$ cat src/rtl/mux_input_stage_if.sv
// mux_input_stage_if
//   Bundles the raw board inputs and the registered mux-side outputs of
//   mux_input_stage.
//   master: board / stimulus side; drives switches and buttons, reads results.
//   slave : mux_input_stage itself; reads raw inputs, drives X, Y, s, upd.
//   Signals:
//     sw_x, sw_y    raw operand switches (asynchronous)
//     btn_load      raw LOAD button, active-high, bouncy
//     btn_sel       raw SEL button, active-high, bouncy
//     X, Y          registered operands to the mux
//     s             registered select (0 picks X, 1 picks Y)
//     upd           one-cycle strobe when X/Y/s take new values
interface mux_input_stage_if #(
    parameter int WIDTH = 4
);
    logic [WIDTH-1:0] sw_x;
    logic [WIDTH-1:0] sw_y;
    logic             btn_load;
    logic             btn_sel;
    logic [WIDTH-1:0] X;
    logic [WIDTH-1:0] Y;
    logic             s;
    logic             upd;

    modport master (
        output sw_x, sw_y, btn_load, btn_sel,
        input  X, Y, s, upd
    );

    modport slave (
        input  sw_x, sw_y, btn_load, btn_sel,
        output X, Y, s, upd
    );
endinterface

$ cat src/rtl/mux_input_stage.sv
// mux_input_stage
//   Front end for the 4-bit 2-to-1 mux. Synchronises raw switches and
//   buttons, debounces LOAD and SEL, captures the operands on a LOAD press,
//   toggles the select on a SEL press and strobes upd for one cycle whenever
//   an action is taken.
//   Ports:
//     clk    system clock, rising edge
//     rst_n  asynchronous active-low reset
//     bus    mux_input_stage_if.slave (sw_x, sw_y, btn_load, btn_sel in;
//            X, Y, s, upd out)
//
//   Debounce FSM (one per button):
//     state     | meaning
//     S_IDLE    | button released and accepted as released
//     S_ARM     | high samples being counted towards a press
//     S_PRESSED | press accepted, action already issued
//     S_REL     | low samples being counted towards a release
module mux_input_stage #(
    parameter int WIDTH           = 4,
    parameter int DEBOUNCE_CYCLES = 16,
    parameter int SYNC_STAGES     = 2
) (
    input  logic          clk,
    input  logic          rst_n,
    mux_input_stage_if.slave bus
);

    localparam int CW = $clog2(DEBOUNCE_CYCLES + 1);

    localparam logic [1:0] S_IDLE    = 2'd0;
    localparam logic [1:0] S_ARM     = 2'd1;
    localparam logic [1:0] S_PRESSED = 2'd2;
    localparam logic [1:0] S_REL     = 2'd3;

    // Count value at which the next qualifying sample completes the run.
    localparam logic [CW-1:0] C_LAST = CW'(DEBOUNCE_CYCLES - 1);
    localparam logic [CW-1:0] C_ONE  = CW'(1);

    // ------------------------------------------------------------------
    // Input synchronisers
    // ------------------------------------------------------------------
    logic [SYNC_STAGES-1:0][WIDTH-1:0] r_sx_pipe;
    logic [SYNC_STAGES-1:0][WIDTH-1:0] r_sy_pipe;
    logic [SYNC_STAGES-1:0]            r_lb_pipe;
    logic [SYNC_STAGES-1:0]            r_sb_pipe;

    always_ff @(posedge clk or negedge rst_n) begin
        if (!rst_n) begin
            r_sx_pipe <= '0;
            r_sy_pipe <= '0;
            r_lb_pipe <= '0;
            r_sb_pipe <= '0;
        end else begin
            r_sx_pipe[0] <= bus.sw_x;
            r_sy_pipe[0] <= bus.sw_y;
            r_lb_pipe[0] <= bus.btn_load;
            r_sb_pipe[0] <= bus.btn_sel;
            for (int i = 1; i < SYNC_STAGES; i++) begin
                r_sx_pipe[i] <= r_sx_pipe[i-1];
                r_sy_pipe[i] <= r_sy_pipe[i-1];
                r_lb_pipe[i] <= r_lb_pipe[i-1];
                r_sb_pipe[i] <= r_sb_pipe[i-1];
            end
        end
    end

    logic [WIDTH-1:0] w_sx;
    logic [WIDTH-1:0] w_sy;
    logic [1:0]       w_btn;   // [0] LOAD, [1] SEL

    assign w_sx  = r_sx_pipe[SYNC_STAGES-1];
    assign w_sy  = r_sy_pipe[SYNC_STAGES-1];
    assign w_btn = {r_sb_pipe[SYNC_STAGES-1], r_lb_pipe[SYNC_STAGES-1]};

    // ------------------------------------------------------------------
    // Debounce FSMs, index 0 = LOAD, index 1 = SEL
    // ------------------------------------------------------------------
    logic [1:0]    r_state [2];
    logic [CW-1:0] r_cnt   [2];
    logic [1:0]    r_press;

    always_ff @(posedge clk or negedge rst_n) begin
        if (!rst_n) begin
            for (int b = 0; b < 2; b++) begin
                r_state[b] <= S_IDLE;
                r_cnt[b]   <= '0;
            end
            r_press <= '0;
        end else begin
            for (int b = 0; b < 2; b++) begin
                r_press[b] <= 1'b0;
                case (r_state[b])
                    S_IDLE: begin
                        if (w_btn[b]) begin
                            r_state[b] <= S_ARM;
                            r_cnt[b]   <= C_ONE;
                        end
                    end
                    S_ARM: begin
                        if (!w_btn[b]) begin
                            r_state[b] <= S_IDLE;
                            r_cnt[b]   <= '0;
                        end else if (r_cnt[b] == C_LAST) begin
                            // Press accepted; the action fires exactly once here.
                            r_state[b] <= S_PRESSED;
                            r_cnt[b]   <= '0;
                            r_press[b] <= 1'b1;
                        end else begin
                            r_cnt[b] <= r_cnt[b] + 1'b1;
                        end
                    end
                    S_PRESSED: begin
                        if (!w_btn[b]) begin
                            r_state[b] <= S_REL;
                            r_cnt[b]   <= C_ONE;
                        end
                    end
                    S_REL: begin
                        if (w_btn[b]) begin
                            r_state[b] <= S_PRESSED;
                            r_cnt[b]   <= '0;
                        end else if (r_cnt[b] == C_LAST) begin
                            r_state[b] <= S_IDLE;
                            r_cnt[b]   <= '0;
                        end else begin
                            r_cnt[b] <= r_cnt[b] + 1'b1;
                        end
                    end
                    default: begin
                        r_state[b] <= S_IDLE;
                        r_cnt[b]   <= '0;
                    end
                endcase
            end
        end
    end

    // ------------------------------------------------------------------
    // Output registers
    // ------------------------------------------------------------------
    logic [WIDTH-1:0] r_x;
    logic [WIDTH-1:0] r_y;
    logic             r_s;
    logic             r_upd;

    always_ff @(posedge clk or negedge rst_n) begin
        if (!rst_n) begin
            r_x   <= '0;
            r_y   <= '0;
            r_s   <= 1'b0;
            r_upd <= 1'b0;
        end else begin
            // A simultaneous LOAD and SEL still produce a single strobe.
            r_upd <= |r_press;
            if (r_press[0]) begin
                r_x <= w_sx;
                r_y <= w_sy;
            end
            if (r_press[1]) begin
                r_s <= ~r_s;
            end
        end
    end

    assign bus.X   = r_x;
    assign bus.Y   = r_y;
    assign bus.s   = r_s;
    assign bus.upd = r_upd;

endmodule
$ cat src/flat_wrapper.sv
// flat-port wrapper written by rule: the top's interface ports become plain ports
module mux_input_stage_flat 
#(
    parameter int WIDTH           = 4,
    parameter int DEBOUNCE_CYCLES = 16,
    parameter int SYNC_STAGES     = 2
)
  (clk, rst_n, bus_sw_x, bus_sw_y, bus_btn_load, bus_btn_sel, bus_X, bus_Y, bus_s, bus_upd);
  mux_input_stage_if #(.WIDTH(WIDTH)) bus_i ();
  input  logic clk;
  input  logic rst_n;
  input wire logic [$bits(bus_i.sw_x)-1:0] bus_sw_x;
  input wire logic [$bits(bus_i.sw_y)-1:0] bus_sw_y;
  input wire logic [$bits(bus_i.btn_load)-1:0] bus_btn_load;
  input wire logic [$bits(bus_i.btn_sel)-1:0] bus_btn_sel;
  output wire logic [$bits(bus_i.X)-1:0] bus_X;
  output wire logic [$bits(bus_i.Y)-1:0] bus_Y;
  output wire logic [$bits(bus_i.s)-1:0] bus_s;
  output wire logic [$bits(bus_i.upd)-1:0] bus_upd;
  assign bus_i.sw_x = bus_sw_x;
  assign bus_i.sw_y = bus_sw_y;
  assign bus_i.btn_load = bus_btn_load;
  assign bus_i.btn_sel = bus_btn_sel;
  assign bus_X = bus_i.X;
  assign bus_Y = bus_i.Y;
  assign bus_s = bus_i.s;
  assign bus_upd = bus_i.upd;
  mux_input_stage #(.WIDTH(WIDTH), .DEBOUNCE_CYCLES(DEBOUNCE_CYCLES), .SYNC_STAGES(SYNC_STAGES)) u_core (.clk(clk), .rst_n(rst_n), .bus(bus_i));
endmodule
$ cat config.mk
export PLATFORM = sky130hd
export DESIGN_NAME = mux_input_stage_flat
export DESIGN_NICKNAME = d
export VERILOG_FILES = /design/src/rtl/mux_input_stage_if.sv /design/src/rtl/mux_input_stage.sv /design/src/flat_wrapper.sv
export SDC_FILE = /design/constraint.sdc
export NUM_CORES = 1
export LEC_CHECK = 0
export ABC_AREA = 0
export CORE_UTILIZATION = 45
export CTS_CLUSTER_DIAMETER = 80
export DETAILED_ROUTE_END_ITERATION = 7
export DONT_BUFFER_PORTS = 1
export GPL_TIMING_DRIVEN = 0
export MAX_ROUTING_LAYER = met4
export PLACE_DENSITY = 0.64
export SETUP_SLACK_MARGIN = 0.15
export SKIP_LAST_GASP = 1
export SLEW_MARGIN = 10
export SYNTH_ARGS = -nofsm -noshare
export SYNTH_HDL_FRONTEND = slang
export SYNTH_SLANG_ARGS = --single-unit
$ cat constraint.sdc
create_clock -name clk -period 1.47 [get_ports clk]
set_input_delay 0.2205 -clock clk [delete_from_list [all_inputs] [get_ports clk]]
set_output_delay 0.2205 -clock clk [all_outputs]
set_load 0.005 [all_outputs]
# Word level (Yosys, flattened, before mapping)
# Cells that the tools add are included.
[word_totals]
reg_bits = 46
in_bits = 12
[op_classes]
addsub = 2
eq_ne = 16
mux = 32
bitwise_logic = 1
n_reduce_logical = 7
[op_table]
columns = ["operator", "count"]
rows = [
  ["5-bit 2-to-1 mux", 10],
  ["5-bit case mux with 4 select lines", 2],
  ["2-bit 2-to-1 mux", 12],
  ["2-bit case mux with 4 select lines", 2],
  ["5-bit by 1-bit adder with 5-bit output (second input constant)", 2],
  ["5-bit by 4-bit == test with 1-bit output (second input constant)", 2],
  ["2-bit == test (second input constant)", 4],
  ["4-bit AND reduction", 2],
  ["1-bit 2-to-1 mux", 6],
  ["3-bit by 1-bit != test with 1-bit output (second input constant)", 2],
  ["3-bit != test (second input constant)", 2],
  ["2-bit by 1-bit == test with 1-bit output (second input constant)", 2],
  ["2-bit zero test", 2],
  ["2-bit by 1-bit != test with 1-bit output (second input constant)", 2],
  ["2-bit != test (second input constant)", 2],
  ["2-bit AND reduction", 2],
  ["2-bit OR reduction", 1],
  ["1-bit NOT", 1],
]

# Longest topological paths before layout
# Gate-level depths: netlist of run 1.
[logic_depth]
depth_word = 4
ltp_mapped = 4
mapped_depth_nobuf = 4

# Worst setup path after synthesis of run 1
# No wires, ideal clock.
[synth_path]
path_type = "flip-flop to flip-flop"
from = "register u_core.r_cnt[0] in the netlist's numbering"
to = "register with a tool-made name"
setup_ns = 0.125
arrival_time_ns = 1.233
required_ns = 1.345
path_slack_ns = 0.112
path_stages_with_launch = 5
period_less_slack_ns = 1.358
path_cell_list = "dfrtp_1 > ha_1 > and4b_4 > nand2_1 > mux2_2"
[synth_lines]
columns = ["element", "line_no", "rtl"]
rows = [
  ["start: declaration", "mux_input_stage.sv:79", "logic [CW-1:0] r_cnt [2];"],
  ["start signal: indexed assignment", "mux_input_stage.sv:109", "r_cnt[b] <= r_cnt[b] + 1'b1;"],
  ["start signal: indexed assignment", "mux_input_stage.sv:126", "r_cnt[b] <= r_cnt[b] + 1'b1;"],
]

==> impl_metrics.env, run 1 <==
export IMPL_dr_pass1_iters=4
export IMPL_crit_fanout=4
export IMPL_p_leak_nw=0.942
export IMPL_port_buffers=0
export IMPL_worst_path_max_delay_cell="dfrtp_1"
export IMPL_r2r_cells=4
export IMPL_p_total_w=0.00213
export IMPL_r2r_start="u_core.r_cnt[0]"
export IMPL_fmaxAchievable_ghz=0.768
export IMPL_setup_viol=0
export IMPL_yosysUniqueCellTypes=19
export IMPL_routed_via_count=933
export IMPL_avgSynthCellArea_um2=14.9
export IMPL_rsz0062_at_grt="yes"
export IMPL_area_growth_pct=21.1
export IMPL_drt_initial_drc_count=40
export IMPL_status="completed"
export IMPL_clk_latency_ns=0.35
export IMPL_wl_per_cell_um=13.5
export IMPL_fin_skew_ns=0.00966
export IMPL_globalRouteOverflowTotal=0
export IMPL_clock_sinks=46
export IMPL_core_um2=3420
export IMPL_path_cells="ha_2, and4b_4, nand2_4, mux2_4"
export IMPL_die_height_um=62.6
export IMPL_ys_ff_latch=46
export IMPL_synth_cells=111
export IMPL_power_density_nw_per_um2=1060
export IMPL_io_pins=22
export IMPL_grt_pass1_wl_um=4510
export IMPL_cpPeakStageDelay_ns=0.38
export IMPL_drv_cap=0
export IMPL_slew_viol_final=0
export IMPL_cp_required_ns=1.71
export IMPL_wirelength_um=2530
export IMPL_synth_area_top_cells="dfrtp_1 (70%), mux2_2 (6.8%), xor2_1 (2.6%)"
export IMPL_setup_tns_ns=0
export IMPL_start_util=0.484
export IMPL_n_antenna_cell=0
export IMPL_synth_top_cell_area_share=0.696
export IMPL_htree_levels=2
export IMPL_drive_above_1_share=0.298
export IMPL_rrSetupSlack_ns=0.17
export IMPL_cp_startpoint="u_core.r_cnt[0]"
export IMPL_netlist_area_um2=1650
export IMPL_cts_root_buffer="clkbuf_4"
export IMPL_rows=21
export IMPL_yosysWarnings=0
export IMPL_seq_area_frac_synth=0.696
export IMPL_grt_util_all_layers=0.159
export IMPL_gp_congestion=0.803
export IMPL_critPathCaptureType="register"
export IMPL_hold_viol=0
export IMPL_ant_nets=0
export IMPL_fin_crit_sh=0.885
export IMPL_synth_fp_nets=125
export IMPL_cts_buffers=5
export IMPL_clkTransAtPathRegs_ns=0.12
export IMPL_via_per_inst=4.99
export IMPL_setup_slack_ns=0.169
export IMPL_dieArea_um2=3920
export IMPL_cts_tree="built"
export IMPL_ir_drop_mv=0.773
export IMPL_worstPathArrival_ns=1.54
export IMPL_tightest_slew_ns=0.349
export IMPL_fill_cells=283
export IMPL_place_ws_ns=0.0976
export IMPL_grt_max_degree=47
export IMPL_start_kind="register"
export IMPL_clockBufferDepth=2
export IMPL_worst_setup_path_type="register to register"
export IMPL_grt_pass1_vias=1004
export IMPL_fin_nets=154
export IMPL_antenna_found_initial=0
export IMPL_hp_class="primary input to async pin"
export IMPL_slew_headroom=0.765
export IMPL_die_w_um=62.6
export IMPL_fin_crit_ns=1.30
export IMPL_drc_errors=0
export IMPL_yosysTopAreaCell="dfrtp_1"
export IMPL_hpwl_um=1540
==> area by class of cell <==
type | instances | area, um2 | share of cell area
multi-input combinational | 62 | 507 | 0.253
sequential | 46 | 1150 | 0.575
clock buffer | 7 | 55.1 | 0.0275
tap | 46 | 57.6 | 0.0287
timing repair buffer | 22 | 213 | 0.106
buffer | 3 | 15.0 | 0.00750
clock inverter | 1 | 5.00 | 0.00250
==> placed cells by master (no fill, tap or decap) <==
cell type and instances:
clkbuf_4 5, nand2_4 1, buf_16 1, or2_2 1, mux2_4 1, nand4b_1 2, buf_4 10, clkbuf_1 1
ha_2 2, clkbuf_8 1, nand3_1 6, and4b_4 2, o32ai_2 2, clkinv_2 1, buf_2 3, dfrtp_1 46
a21oi_1 2, nand2_1 8, nor3b_1 2, xor2_1 5, and3_1 2, xor2_2 2, nand2_2 1, mux2_2 9
dlygate4sd3_1 11, o21a_1 4, xnor2_1 2, o21ai_0 6, nor2_1 2
==> power breakdown <==
| part | switching [W] | leakage (nW) | internal (W) |
|---|---|---|---|
| Combinational | 0.0000836 | 0.322 | 0.0000962 |
| Sequential | 0.0000288 | 0.585 | 0.00131 |
| Clock | 0.000374 | 0.0353 | 0.000232 |
==> critical path: cells and delay by family (launching register included) <==
family | cells | cell delay [ns]
AND/OR/NAND/NOR | 2 | 0.33
flip-flops | 1 | 0.38
adder cells (fa/ha/maj) | 1 | 0.19
multiplexers | 1 | 0.29
==> cell families after synthesis <==
kind of cell               share of synthesized area
DFF                                            0.696
and+or+nand+nor                               0.0930
AOI/OAI and AO/OA                             0.0620
muxes                                         0.0681
xor gates and xnor gates                      0.0567
buffers and inverters                        0.00907
adders and majority gates                     0.0151
==> synth_stat cells <==
master / n
and4b_4: 2
o21ai_0: 6
dfrtp_1: 46
nand3_1: 6
nor2_1: 2
or2_2: 1
buf_2: 3
xor2_1: 5
nor3b_1: 2
xor2_2: 2
nand4b_1: 2
a21oi_1: 2
nand2_1: 10
and3_1: 2
ha_1: 2
o21a_1: 4
o32ai_2: 2
xnor2_1: 2
mux2_2: 10
==> sequential cells by signal (all words and copies together), names as in the netlist, named ones only <==
signal and count:
u_core.bus.X 4, u_core.bus.Y 4, u_core.bus.s 1, u_core.bus.upd 1
u_core.r_cnt 10, u_core.r_lb_pipe 2, u_core.r_press 2, u_core.r_sb_pipe 2
u_core.r_state 2, u_core.r_sx_pipe 4, u_core.r_sy_pipe 4, u_core.w_sx 4
u_core.w_sy 4
==> how the worst min path moves through the flow <==
| stage | depth (start not counted) | start | slack [ns] | end |
|---|---|---|---|---|
| 6_report | 2 | rst_n | 0.36 | u_core.w_sy[0] |
| 3_5_place_dp | 0 | rst_n | -0.07 | u_core.bus.X[3] |
| 4_1_cts | 2 | rst_n | 0.34 | u_core.bus.Y[0] |
| 5_1_grt | 2 | rst_n | 0.36 | u_core.w_sy[0] |
| 2_1_floorplan | 0 | rst_n | -0.08 | async pin |
| 3_3_place_gp | 0 | rst_n | -0.07 | u_core.w_sx[3] |
==> per-stage QoR <==
stage               instance area [um2]  hold WS (ns)  instances   util
floorplan                          1660       -0.0751        111      -
CTS                                1960         0.344        182  0.573
detailed placement                 1720       -0.0741        157  0.503
global placement                   1720       -0.0742        157  0.503
finish                             2000         0.355        187  0.586
global route                       2000         0.359        187  0.586
==> layer usage <==
metal	wire length [um]	global-route usage	up-vias
li1	-	-	438
met4	33	0.0698	0
met1	1130	0.172	474
met2	1260	0.261	17
met5	0	-	-
met3	104	0.0584	4
==> timing repair <==
action,in CTS,in global routing
gates resized for setup,2,2
hold buffers,12,0
endpoints found under the hold margin,56,0
setup buffers,5,5
setup endpoints to repair,2,3
pin swaps,1,5
Power figures use the tool's default switching activity.
==> run 2: changes to the inputs <==
--- a/config.mk
+++ b/config.mk
@@ -6,6 +6,7 @@
 export NUM_CORES = 1
 export LEC_CHECK = 0
 export ABC_AREA = 0
+export CORE_MARGIN = 10
 export CORE_UTILIZATION = 45
 export CTS_CLUSTER_DIAMETER = 80
 export DETAILED_ROUTE_END_ITERATION = 7
==> impl_metrics.env, run 2 (synthesis gave the netlist of run 1 again) <==
export IMPL_fin_skew_ns=0.00200
export IMPL_fmaxAchievable_ghz=0.770
export IMPL_grt_util_all_layers=0.0902
export IMPL_htree_levels=2
export IMPL_p_leak_nw=0.959
export IMPL_hold_slack_ns=0.352
export IMPL_clk_latency_ns=0.29
export IMPL_slew_viol_final=0
export IMPL_largest_reg_flops=10
export IMPL_cts_tree="built"
export IMPL_wirelength_um=2790
export IMPL_grt_pass1_vias=937
export IMPL_dieArea_um2=6500
export IMPL_start_kind="register"
export IMPL_io_pins=22
export IMPL_slew_headroom=0.753
export IMPL_die_height_um=80.6
export IMPL_fin_crit_sh=0.884
export IMPL_core_um2=3440
export IMPL_hp_class="register to register"
export IMPL_drc_errors=0
export IMPL_final_cell_mix="dfrtp_1 (46), dlygate4sd3_1 (11), buf_4 (11)"
export IMPL_fin_nets=155
export IMPL_routed_via_count=948
export IMPL_drive_above_1_share=0.303
export IMPL_globalRouteOverflowTotal=0
export IMPL_port_buffers=0
export IMPL_r2r_start="u_core.r_cnt[0]"
export IMPL_start_util=0.481
export IMPL_gp_congestion=0.743
export IMPL_ant_nets=0
export IMPL_hold_path_end="u_core.w_sx[2]"
export IMPL_worst_setup_path_type="register to register"
export IMPL_ir_drop_mv=0.462
export IMPL_grt_pass1_wl_um=4330
export IMPL_setup_viol=0
export IMPL_worst_path_max_delay_cell="dfrtp_1"
export IMPL_fin_crit_ns=1.30
export IMPL_critPathCaptureType="register"
export IMPL_crit_fanout=5
export IMPL_clkTransAtPathRegs_ns=0.08
export IMPL_r2r_cells=4
export IMPL_drt_initial_drc_count=30
export IMPL_grt_max_degree=47
export IMPL_cts_root_buffer="clkbuf_8"
export IMPL_antenna_found_initial=0
export IMPL_power_density_nw_per_um2=1180
export IMPL_path_cells="ha_2, and4b_4, nand2_2, mux2_4"
export IMPL_worstPathArrival_ns=1.48
export IMPL_rsz0062_at_grt="no"
export IMPL_layout_commonest_cell="dfrtp_1"
export IMPL_rrSetupSlack_ns=0.17
export IMPL_rows=21
export IMPL_via_per_inst=5.04
export IMPL_hold_depth=0
export IMPL_clockBufferDepth=2
export IMPL_status="completed"
export IMPL_die_w_um=80.6
export IMPL_area_growth_pct=25.1
export IMPL_tightest_slew_ns=0.367
export IMPL_worstHoldStart="u_core.r_sx_pipe[2]"
export IMPL_cp_required_ns=1.65
export IMPL_setup_tns_ns=0
export IMPL_hpwl_um=1760
export IMPL_drv_cap=0
export IMPL_hold_viol=0
export IMPL_wl_per_cell_um=14.8
export IMPL_clock_sinks=46
export IMPL_cts_buffers=5
export IMPL_regMostFlops="u_core.r_cnt"
export IMPL_cpPeakStageDelay_ns=0.37
export IMPL_dr_pass1_iters=4
export IMPL_n_antenna_cell=0
## run 2: cell count changes in the layout (fill, tap and decap cells not counted), sizes merged
| cell | before | now |
|---|---|---|
| clkbuf | 7 | 6 |
| clkinv | 1 | 0 |
| buf | 14 | 15 |
| bufinv | 0 | 1 |
| clkinvlp | 0 | 1 |
## run 2: cell type report
cell class / instances / area [um2]
clock inverter: 2 / 37.5
sequential: 46 / 1150
timing repair buffer: 23 / 220
clock buffer: 6 / 72.6
fill: 254 / 1370
multi-input combinational: 62 / 515
tap: 46 / 57.6
buffer: 3 / 15.0
## run 2: worst max-delay path: cells and delay by family, from the launching register on
family,cells,cell delay (ns)
DFF,1,0.37
adders and majority gates,1,0.19
muxes,1,0.29
and+or+nand+nor,2,0.35
## run 2: how the worst max path moves through the flow
stage | depth (start not counted) | startpoint | end
after floorplan | 4 | u_core.r_cnt[0] | register
after global placement | 4 | u_core.r_cnt[0] | register
after detailed placement | 4 | u_core.r_cnt[0] | register
after CTS | 4 | u_core.r_cnt[1] | register
after global routing | 4 | u_core.r_cnt[0] | register
final | 4 | u_core.r_cnt[0] | register
## run 2: report_power, final
group | switching, W | internal [W]
clock network | 0.000393 | 0.000507
logic | 0.0000839 | 0.000104
registers | 0.0000310 | 0.00131
## run 2: per-layer routing
layer / wire length [um] / track usage
met5: 0 / -
met4: 40 / 0.0423
met3: 209 / 0.0501
met2: 1390 / 0.139
met1: 1150 / 0.0911
## run 2: stage by stage
stage          instances  setup WS (ns)  total power, W  instance area (um2)   util
2_1_floorplan        111          0.149         0.00143                 1660      -
3_3_place_gp         157          0.112         0.00144                 1720  0.499
3_5_place_dp         157         0.0853         0.00145                 1720  0.499
4_1_cts              181          0.152         0.00240                 1980  0.574
5_1_grt              188          0.130         0.00254                 2070  0.601
6_report             188          0.171         0.00243                 2070  0.601
## run 2: timing repair
action | CTS | global route
pin swaps | 1 | 3
endpoints found under the setup margin | 2 | 4
endpoints found under the hold margin | 56 | 46
hold buffers | 10 | 2
resized for setup | 2 | 3
buffers inserted | 6 | 5
==> run 3: changes to the inputs <==
--- a/config.mk
+++ b/config.mk
@@ -6,6 +6,8 @@
 export NUM_CORES = 1
 export LEC_CHECK = 0
 export ABC_AREA = 0
+export CAP_MARGIN = 20
+export CORE_ASPECT_RATIO = 1.5
 export CORE_MARGIN = 10
 export CORE_UTILIZATION = 45
 export CTS_CLUSTER_DIAMETER = 80
==> impl_metrics.env, run 3 (synthesis gave the netlist of run 1 again) <==
export IMPL_start_kind="register"
export IMPL_gp_congestion=0.723
export IMPL_slew_headroom=0.760
export IMPL_largest_reg_flops=10
export IMPL_clk_latency_ns=0.29
export IMPL_hpwl_um=1760
export IMPL_p_leak_nw=0.947
export IMPL_setup_slack_ns=0.170
export IMPL_dpl_cell_area_um2=1710
export IMPL_die_height_um=94.3
export IMPL_cp_startpoint="u_core.r_cnt[0]"
export IMPL_rows=26
export IMPL_cp_required_ns=1.65
export IMPL_hp_class="register to register"
export IMPL_placed_cells=153
export IMPL_worstPathArrival_ns=1.48
export IMPL_fin_crit_ns=1.30
export IMPL_n_antenna_cell=0
export IMPL_crit_fanout=3
export IMPL_htree_levels=2
export IMPL_drc_errors=0
export IMPL_drv_cap=0
export IMPL_dr_pass1_iters=4
export IMPL_fin_nets=153
export IMPL_dieArea_um2=6550
export IMPL_grt_pass1_wl_um=4460
export IMPL_cts_root_buffer="clkbuf_8"
export IMPL_wirelength_um=2720
export IMPL_grt_pass1_vias=953
export IMPL_slew_viol_final=0
export IMPL_power_density_nw_per_um2=1180
export IMPL_cts_buffers=5
export IMPL_start_util=0.475
export IMPL_status="completed"
export IMPL_stdcell_area_um2=2050
export IMPL_drt_initial_drc_count=30
export IMPL_port_buffers=0
export IMPL_fmaxAchievable_ghz=0.769
export IMPL_grt_busiest_layer="met2"
export IMPL_ir_drop_mv=1.09
export IMPL_critPathCaptureType="register"
export IMPL_wl_per_cell_um=14.9
export IMPL_globalRouteOverflowTotal=0
export IMPL_multi_input_area_um2=512
export IMPL_hold_viol=0
export IMPL_fin_crit_sh=0.884
export IMPL_grt_util_all_layers=0.0883
export IMPL_fill_cells=255
export IMPL_final_cells=182
export IMPL_place_ws_ns=0.0733
export IMPL_die_w_um=69.5
export IMPL_rsz0062_at_grt="yes"
export IMPL_via_per_inst=5.15
export IMPL_tightest_slew_ns=0.358
export IMPL_regMostFlops="u_core.r_cnt"
export IMPL_hold_slack_ns=0.351
export IMPL_grt_use_met3=0.0466
export IMPL_r2r_start="u_core.r_cnt[0]"
export IMPL_setup_viol=0
export IMPL_clock_sinks=46
export IMPL_io_pins=22
export IMPL_r2r_cells=4
export IMPL_regArea_um2=1150
export IMPL_grt_use_met1=0.0861
export IMPL_worstHoldStart="u_core.r_lb_pipe[0]"
export IMPL_final_cell_mix="dfrtp_1 (46), dlygate4sd3_1 (11), mux2_2 (9)"
export IMPL_grt_use_met2=0.140
export IMPL_layout_commonest_cell="dfrtp_1"
export IMPL_antenna_found_initial=0
export IMPL_fin_skew_ns=0.00417
export IMPL_clockBufferDepth=2
export IMPL_cts_tree="built"
export IMPL_drive_above_1_share=0.293
export IMPL_core_um2=3480
export IMPL_hold_depth=0
export IMPL_worst_setup_path_type="register to register"
export IMPL_ant_nets=0
export IMPL_area_growth_pct=23.9
export IMPL_clkTransAtPathRegs_ns=0.08
export IMPL_setup_tns_ns=0
export IMPL_grt_max_degree=47
export IMPL_routed_via_count=938
-- run 3: layer usage --
| metal | up-vias | part of all wire |
|---|---|---|
| li1 | 435 | - |
| met1 | 468 | 0.39 |
| met2 | 26 | 0.50 |
| met3 | 9 | 0.075 |
| met4 | 0 | 0.030 |
| met5 | - | 0 |
-- run 3: what timing repair did --
item                                   in CTS  in global routing
setup endpoints to repair                   2                  4
setup buffers                               6                  3
gates resized for setup                     1                  5
pin swaps                                   2                  5
endpoints found under the hold margin      56                 46
hold buffers                               10                  2
-- run 3: where the power goes --
| part | leakage (nW) | switching (W) | internal, W |
|---|---|---|---|
| clock | 0.0514 | 0.000398 | 0.000507 |
| sequential | 0.585 | 0.0000314 | 0.00131 |
| combinational | 0.310 | 0.0000820 | 0.0000950 |
-- run 3: critical path, stage by stage, from the launching register on --
cell and delay, ns:
dfrtp_1 0.41, ha_4 0.15, and4b_4 0.26, nand2_2 0.07, mux2_4 0.30
-- run 3: through the flow --
step                       util  power (W)
after global placement    0.492    0.00144
after CTS                 0.566    0.00240
final                     0.589    0.00243
after detailed placement  0.492    0.00145
after global routing      0.589    0.00254
after floorplan               -    0.00143
-- run 3: path summary, 6_finish.rpt --
| kind | endpoint | slack, ns |
|---|---|---|
| worst max register to register | register | 0.17 |
| min in group asynchronous | u_core.r_cnt[8] | 0.46 |
| worst min-delay path | u_core.r_lb_pipe[1] | 0.35 |
| worst max-delay path | register | 0.17 |
| worst min register to register | u_core.r_lb_pipe[1] | 0.35 |
| max in group asynchronous | u_core.r_lb_pipe[0] | 0.82 |
-- run 3: layout make-up --
class,instances,share of cell area
Sequential cell,46,0.562
Multi-Input combinational cell,62,0.250
Timing Repair Buffer,21,0.102
Clock inverter,2,0.0183
Tap cell,42,0.0256
Buffer,3,0.00733
Clock buffer,6,0.0354
